**src/rtl/muldiv_unit_pkg.sv**
```systemverilog
// Shared codes for the iterative multiply/divide unit.
//   muldiv_op_t    : operation select driven by the ALU decode
//   muldiv_state_t : sequencer states of muldiv_unit
//   op_is_signed / op_is_div : operation classification helpers
package muldiv_unit_pkg;

   typedef enum logic [1:0] {
      MD_MULT  = 2'd0,
      MD_MULTU = 2'd1,
      MD_DIV   = 2'd2,
      MD_DIVU  = 2'd3
   } muldiv_op_t;

   typedef enum logic [1:0] {
      IDLE  = 2'd0,
      RUN   = 2'd1,
      FIXUP = 2'd2
   } muldiv_state_t;

   function automatic logic op_is_signed(input muldiv_op_t op);
      return (op == MD_MULT) || (op == MD_DIV);
   endfunction

   function automatic logic op_is_div(input muldiv_op_t op);
      return (op == MD_DIV) || (op == MD_DIVU);
   endfunction

endpackage

```
**src/rtl/muldiv_unit_if.sv**
```systemverilog
// Request/result bundle between the ALU (master) and muldiv_unit (slave).
//   start_i, op_i, rs_i, rt_i : operation request and operands
//   mthi_i, mtlo_i, wdata_i   : direct HI/LO writes
//   busy_o, done_o            : operation in flight / one-cycle completion pulse
//   hi_o, lo_o                : HI/LO register contents
interface muldiv_unit_if #(
   parameter int unsigned WIDTH = 32
) ();
   import muldiv_unit_pkg::*;

   logic             start_i;
   muldiv_op_t       op_i;
   logic [WIDTH-1:0] rs_i;
   logic [WIDTH-1:0] rt_i;
   logic             mthi_i;
   logic             mtlo_i;
   logic [WIDTH-1:0] wdata_i;
   logic             busy_o;
   logic             done_o;
   logic [WIDTH-1:0] hi_o;
   logic [WIDTH-1:0] lo_o;

   modport master (
      output start_i, op_i, rs_i, rt_i, mthi_i, mtlo_i, wdata_i,
      input  busy_o, done_o, hi_o, lo_o
   );

   modport slave (
      input  start_i, op_i, rs_i, rt_i, mthi_i, mtlo_i, wdata_i,
      output busy_o, done_o, hi_o, lo_o
   );

endinterface

```
**src/rtl/muldiv_unit.sv**
```systemverilog
// Iterative multiply/divide unit owning the HI/LO register pair.
// Radix-2 shift-add multiplier and restoring divider sharing one adder and a
// 2*WIDTH accumulator. Fixed latency: accept edge T, done_o and the new HI/LO
// visible in the cycle after edge T+WIDTH, idle again one cycle later.
// Ports:
//   clk   : clock, rising edge
//   reset : asynchronous active-high reset
//   bus   : muldiv_unit_if slave (start/op/operands, MTHI/MTLO, busy/done, HI/LO)
// WIDTH must be at least 2.
module muldiv_unit
   import muldiv_unit_pkg::*;
#(
   parameter int unsigned WIDTH = 32
) (
   input logic          clk,
   input logic          reset,
   muldiv_unit_if.slave bus
);

   localparam int unsigned CntW = (WIDTH > 1) ? $clog2(WIDTH) : 1;
   localparam logic [CntW-1:0] CntLast = CntW'(WIDTH - 1);

   muldiv_state_t      state_q, state_d;
   logic [2*WIDTH-1:0] acc_q, acc_d;     // mult: {partial, multiplier}; div: {rem, quot}
   logic [WIDTH-1:0]   opnd_q, opnd_d;   // multiplicand or divisor magnitude
   logic [CntW-1:0]    cnt_q, cnt_d;
   logic               is_div_q, is_div_d;
   logic               neg_quot_q, neg_quot_d;
   logic               neg_rem_q, neg_rem_d;
   logic               div0_q, div0_d;
   logic [WIDTH-1:0]   hi_q, hi_d;
   logic [WIDTH-1:0]   lo_q, lo_d;

   // Operand capture
   logic             signed_op;
   logic             rs_neg, rt_neg;
   logic [WIDTH-1:0] rs_mag, rt_mag;

   always_comb begin
      signed_op = op_is_signed(bus.op_i);
      rs_neg    = signed_op & bus.rs_i[WIDTH-1];
      rt_neg    = signed_op & bus.rt_i[WIDTH-1];
      // -(most negative) wraps back to itself, which is the correct unsigned magnitude
      rs_mag    = rs_neg ? -bus.rs_i : bus.rs_i;
      rt_mag    = rt_neg ? -bus.rt_i : bus.rt_i;
   end

   // One iteration of the shared datapath
   logic [WIDTH:0]     add_a, add_b, add_s;
   logic               no_borrow;
   logic [2*WIDTH-1:0] iter;

   always_comb begin
      // Divide works on the remainder already shifted left by one
      add_a     = is_div_q ? acc_q[2*WIDTH-1:WIDTH-1] : {1'b0, acc_q[2*WIDTH-1:WIDTH]};
      add_b     = {1'b0, opnd_q};
      add_s     = add_a + (is_div_q ? ~add_b : add_b) + {{WIDTH{1'b0}}, is_div_q};
      no_borrow = ~add_s[WIDTH];
      if (is_div_q) begin
         iter = {(no_borrow ? add_s[WIDTH-1:0] : add_a[WIDTH-1:0]),
                 acc_q[WIDTH-2:0], no_borrow};
      end else if (acc_q[0]) begin
         iter = {add_s, acc_q[WIDTH-1:1]};
      end else begin
         iter = {1'b0, acc_q[2*WIDTH-1:1]};
      end
   end

   // Sign correction applied to the final iteration so HI/LO are already
   // valid during the FIXUP cycle that carries done_o.
   logic [2*WIDTH-1:0] prod;
   logic [WIDTH-1:0]   quot, rem;
   logic [WIDTH-1:0]   res_hi, res_lo;

   always_comb begin
      prod = neg_quot_q ? -iter : iter;
      quot = iter[WIDTH-1:0];
      rem  = iter[2*WIDTH-1:WIDTH];
      if (!is_div_q) begin
         res_hi = prod[2*WIDTH-1:WIDTH];
         res_lo = prod[WIDTH-1:0];
      end else if (div0_q) begin
         res_hi = '0;
         res_lo = '0;
      end else begin
         res_hi = neg_rem_q  ? -rem  : rem;
         res_lo = neg_quot_q ? -quot : quot;
      end
   end

   always_comb begin
      state_d    = state_q;
      acc_d      = acc_q;
      opnd_d     = opnd_q;
      cnt_d      = cnt_q;
      is_div_d   = is_div_q;
      neg_quot_d = neg_quot_q;
      neg_rem_d  = neg_rem_q;
      div0_d     = div0_q;
      hi_d       = hi_q;
      lo_d       = lo_q;
      unique case (state_q)
         IDLE: begin
            if (bus.start_i) begin
               state_d    = RUN;
               cnt_d      = CntLast;
               is_div_d   = op_is_div(bus.op_i);
               neg_quot_d = rs_neg ^ rt_neg;
               neg_rem_d  = rs_neg;
               div0_d     = op_is_div(bus.op_i) && (bus.rt_i == '0);
               if (op_is_div(bus.op_i)) begin
                  acc_d  = {{WIDTH{1'b0}}, rs_mag};
                  opnd_d = rt_mag;
               end else begin
                  acc_d  = {{WIDTH{1'b0}}, rt_mag};
                  opnd_d = rs_mag;
               end
            end else begin
               if (bus.mthi_i) hi_d = bus.wdata_i;
               if (bus.mtlo_i) lo_d = bus.wdata_i;
            end
         end
         RUN: begin
            acc_d = iter;
            if (cnt_q == '0) begin
               state_d = FIXUP;
               hi_d    = res_hi;
               lo_d    = res_lo;
            end else begin
               cnt_d = cnt_q - CntW'(1);
            end
         end
         FIXUP: begin
            state_d = IDLE;
         end
         default: begin
            state_d = IDLE;
         end
      endcase
   end

   always_ff @(posedge clk or posedge reset) begin
      if (reset) begin
         state_q    <= IDLE;
         acc_q      <= '0;
         opnd_q     <= '0;
         cnt_q      <= '0;
         is_div_q   <= 1'b0;
         neg_quot_q <= 1'b0;
         neg_rem_q  <= 1'b0;
         div0_q     <= 1'b0;
         hi_q       <= '0;
         lo_q       <= '0;
      end else begin
         state_q    <= state_d;
         acc_q      <= acc_d;
         opnd_q     <= opnd_d;
         cnt_q      <= cnt_d;
         is_div_q   <= is_div_d;
         neg_quot_q <= neg_quot_d;
         neg_rem_q  <= neg_rem_d;
         div0_q     <= div0_d;
         hi_q       <= hi_d;
         lo_q       <= lo_d;
      end
   end

   assign bus.busy_o = (state_q != IDLE);
   assign bus.done_o = (state_q == FIXUP);
   assign bus.hi_o   = hi_q;
   assign bus.lo_o   = lo_q;

endmodule

```
**src/flat_wrapper.sv**
```systemverilog
// flat-port wrapper written by rule: the top's interface ports become plain ports
module muldiv_unit_flat import muldiv_unit_pkg::*;
#(
   parameter int unsigned WIDTH = 32
)
  (clk, reset, bus_start_i, bus_op_i, bus_rs_i, bus_rt_i, bus_mthi_i, bus_mtlo_i, bus_wdata_i, bus_busy_o, bus_done_o, bus_hi_o, bus_lo_o);
  muldiv_unit_if #(.WIDTH(WIDTH)) bus_i ();
  input logic clk;
  input logic reset;
  input wire logic [$bits(bus_i.start_i)-1:0] bus_start_i;
  input wire logic [$bits(bus_i.op_i)-1:0] bus_op_i;
  input wire logic [$bits(bus_i.rs_i)-1:0] bus_rs_i;
  input wire logic [$bits(bus_i.rt_i)-1:0] bus_rt_i;
  input wire logic [$bits(bus_i.mthi_i)-1:0] bus_mthi_i;
  input wire logic [$bits(bus_i.mtlo_i)-1:0] bus_mtlo_i;
  input wire logic [$bits(bus_i.wdata_i)-1:0] bus_wdata_i;
  output wire logic [$bits(bus_i.busy_o)-1:0] bus_busy_o;
  output wire logic [$bits(bus_i.done_o)-1:0] bus_done_o;
  output wire logic [$bits(bus_i.hi_o)-1:0] bus_hi_o;
  output wire logic [$bits(bus_i.lo_o)-1:0] bus_lo_o;
  assign bus_i.start_i = bus_start_i;
  assign bus_i.op_i = bus_op_i;
  assign bus_i.rs_i = bus_rs_i;
  assign bus_i.rt_i = bus_rt_i;
  assign bus_i.mthi_i = bus_mthi_i;
  assign bus_i.mtlo_i = bus_mtlo_i;
  assign bus_i.wdata_i = bus_wdata_i;
  assign bus_busy_o = bus_i.busy_o;
  assign bus_done_o = bus_i.done_o;
  assign bus_hi_o = bus_i.hi_o;
  assign bus_lo_o = bus_i.lo_o;
  muldiv_unit #(.WIDTH(WIDTH)) u_core (.clk(clk), .reset(reset), .bus(bus_i));
endmodule
```
**config.mk**
```make
export PLATFORM = sky130hd
export DESIGN_NAME = muldiv_unit_flat
export DESIGN_NICKNAME = d
export VERILOG_FILES = /design/src/rtl/muldiv_unit_pkg.sv /design/src/rtl/muldiv_unit_if.sv /design/src/rtl/muldiv_unit.sv /design/src/flat_wrapper.sv
export SDC_FILE = /design/constraint.sdc
export NUM_CORES = 1
export LEC_CHECK = 0
export ABC_AREA = 0
export ABC_CLOCK_PERIOD_IN_PS = 16600
export CAP_MARGIN = 20
export CELL_PAD_IN_SITES_DETAIL_PLACEMENT = 1
export CELL_PAD_IN_SITES_GLOBAL_PLACEMENT = 1
export CORE_MARGIN = 2
export CORE_UTILIZATION = 47
export DETAILED_ROUTE_END_ITERATION = 8
export PLACE_DENSITY = 0.88
export SETUP_SLACK_MARGIN = 0.3
export SKIP_CTS_REPAIR_TIMING = 1
export SLEW_MARGIN = 20
export SYNTH_ARGS = -nofsm -noshare
export SYNTH_HDL_FRONTEND = slang
export SYNTH_SLANG_ARGS = --single-unit
```
**constraint.sdc**
```tcl
create_clock -name clk -period 16.6 [get_ports clk]
set_clock_uncertainty 0.1 [all_clocks]
set_input_delay 2.49 -clock clk [delete_from_list [all_inputs] [get_ports clk]]
set_output_delay 2.49 -clock clk [all_outputs]
set_load 0.01 [all_outputs]
```
==> flow_summary.ini <==
[final_layout]
multiInputGateArea_mm2 = 0.0114
fillers = 4250
regArea_mm2 = 0.00428
layout-drive-gt1-share_pct = 7.49
areaGrowthSynthToFinish_pct = 14.9
nets = 2358
layout_common_cells = nand2_1 (284), o21ai_0 (229), nor2_1 (203), a21oi_1 (172), dfrtp_1 (170)
final_common_cell = nand2_1

[timing]
rsz0062_at_grt = no
period_share_pct = 49.7
setup_tns_ns = 0
setup_violations = 0
fmax_mhz = 121
finalHoldViolCount = 0
tightest_slew_ns = 1.31
slew_headroom_pct = 11.4
slew_viol_final = 0
finalCriticalPeriod_ns = 8.24

[synth]
ys_types = 102
async_flop_share_pct = 100
synth_warnings = 0
synth_area_per_cell_um2 = 7.62
synth.cell_area_mm2 = 0.0164
ys_seq_elements = 171
synth-main-ff-cell = dfrtp_1
synth-edff-count = 0
syn_inst = 2151
seq_area_frac_synth_pct = 26.1
syn_nets = 2291

[floorplanning]
die_area_mm2 = 0.0364
coreArea_mm2 = 0.0345
num_io_pins = 169
die_y_um = 191
initial_core_util_pct = 47.6
die_w_um = 191
core.rowCount = 68

[drt]
wl_per_cell_um = 26.4
antenna_left = 0
vias = 18100
drtIter0Drc = 1556
via_per_inst = 6.75
dr.pass1.iters = 6
route.final.wire_length_mm = 71.0
drc = 0

[critical_path]
crit_required_ns = 16.85
cp_max_fo = 163
crit_path_cell_trace = buf_12, mux2_2, ha_1, a21o_1, o21bai_1, a211oi_2, o31a_1, nand3_4, nand3_1, a21boi_0, ha_1, o21ai_0, nor4_1, nand2_1, or3_1, nor3_1, and3_1, nand3_1, o31ai_1, xnor2_1, o22ai_1, a221o_1
crit_arrival_ns = 8.50
path_buf_inv = 1
critPathTopFamily = compound AO/OA/AOI/OAI gates
crit_type = register to register
crit_path_max_incr_delay_ns = 0.83
endpoint_kind = register
slowest_stage = dfrtp_4
startpoint_type = register

[cts]
clk_latency_ns = 0.46
cts_tree = done
clkTransAtPathRegs_ns = 0.08
numCtsBuffers = 17
root_buffer = clkbuf_16
cts_buffer_depth = 2
clock_sinks = 171
htree_num_levels = 4

[grt]
grtUsageTotal_pct = 39.0
antenna_found_initial = 1
grt_max_degree = 164
grt_pass1_wl_mm = 109
grt_pass1_vias = 18400
overflow = 0

[flow_run]
drv_cap = 0

[status]
outcome = completed

[min_path]
hold_path.class = register to register

[placed_design]
port_buffers = 168
dp_hpwl_mm = 53.4
place.gp.congestion = 0.965
path summary, 6_finish.rpt:
| path | start | to | slack, ns | depth (start not counted) |
|---|---|---|---|---|
| worst max-delay path | u_core.is_div_q | u_core.bus.hi_o[16] | 8.36 | 22 |
| worst min-delay path | u_core.bus.hi_o[3] | u_core.bus.hi_o[3] | 0.40 | 2 |
| worst max register to register | u_core.is_div_q | u_core.bus.hi_o[16] | 8.36 | 22 |
| worst min register to register | u_core.bus.hi_o[3] | u_core.bus.hi_o[3] | 0.40 | 2 |
| max in group asynchronous | reset | u_core.is_div_q | 12.53 | 4 |
| min in group asynchronous | reset | u_core.acc_q[22] | 2.52 | 2 |
state kept, by name (all words and copies together), names as in the netlist:
| name | flops |
|---|---|
| u_core.state_q | 2 |
| u_core.cnt_q | 5 |
| u_core.neg_rem_q | 1 |
| u_core.bus.hi_o | 32 |
| u_core.opnd_q | 32 |
| u_core.neg_quot_q | 1 |
| u_core.is_div_q | 1 |
| u_core.div0_q | 1 |
| u_core.acc_q | 64 |
| u_core.bus.lo_o | 32 |
layer usage:
layer	up-vias	global-route usage, %	part of all wire [%]
li1	8024	-	-
met2	820	65.2	48
met3	214	6.40	6.8
met4	2	21.5	5.9
met5	-	0	0.020
met1	9089	47.8	40
cell usage after synthesis (all sizes together) (6+ instances only):
master | number | area, µm²
o21ai | 239 | 1220
a41oi | 6 | 52.6
o22a | 13 | 114
o221ai | 11 | 96.3
o211ai | 22 | 165
o22ai | 11 | 68.8
a21oi | 177 | 901
nand3 | 39 | 230
nand2b | 12 | 75.1
o31ai | 30 | 277
mux2i | 30 | 300
a31o | 8 | 70.1
nor2b | 13 | 81.3
mux2 | 42 | 473
o21bai | 6 | 45.0
nor3 | 53 | 275
a211oi | 20 | 170
or4 | 6 | 45.0
xor2 | 98 | 858
nor4 | 28 | 205
o41ai | 8 | 85.1
o211a | 8 | 80.1
inv | 36 | 135
a221oi | 18 | 158
nor2 | 205 | 772
o2111ai | 10 | 100
a22oi | 24 | 180
nand2 | 286 | 1080
a22o | 14 | 123
a21boi | 6 | 48.8
a21o | 20 | 150
clkbuf | 102 | 383
nand4 | 20 | 146
xnor2 | 88 | 771
a2111oi | 6 | 53.8
o21a | 8 | 67.6
or2 | 10 | 65.1
and2 | 11 | 68.8
buf | 40 | 211
ha | 36 | 450
or3 | 30 | 193
dfrtp | 171 | 4280
and3 | 20 | 135
a31oi | 40 | 256
logic make-up after synthesis:
kind of cell / synth area share (%)
muxes: 4.72
DFF: 26.1
xor gates and xnor gates: 9.94
buffers and inverters: 4.52
adders and majority gates: 2.87
AOI/OAI and AO/OA: 30.1
and+or+nand+nor: 21.7
final cells by class:
class                   instances  share of cell area [%]
diodes                          1                  0.0133
clock buffers                  20                    2.48
clock inverters                12                   0.465
inverters                      39                   0.804
multi-input cells            1799                    60.5
flip-flops and latches        171                    22.8
well taps                     455                    3.02
repair buffers                190                    9.97
metrics by stage:
stage	util [%]	std cells	hold WS, ns	setup WS, ns	instance area, µm²
after CTS	54.5	2685	0.401	8.60	18800
after detailed placement	52.9	2653	0.379	8.65	18200
after global placement	52.9	2653	0.365	9.09	18200
after floorplan	-	2151	0.358	8.71	16400
after global routing	54.6	2686	0.442	7.95	18800
final	54.6	2687	0.403	8.36	18800
worst min-delay path, cell delays in order (launching register included):
cell     delay (ns)
dfrtp_1        0.35
nand2_1        0.05
o21ai_0        0.07
Power is left out: the tool's default activity adds up to more than one toggle a clock period on the data nets, which glitch-free logic cannot reach.
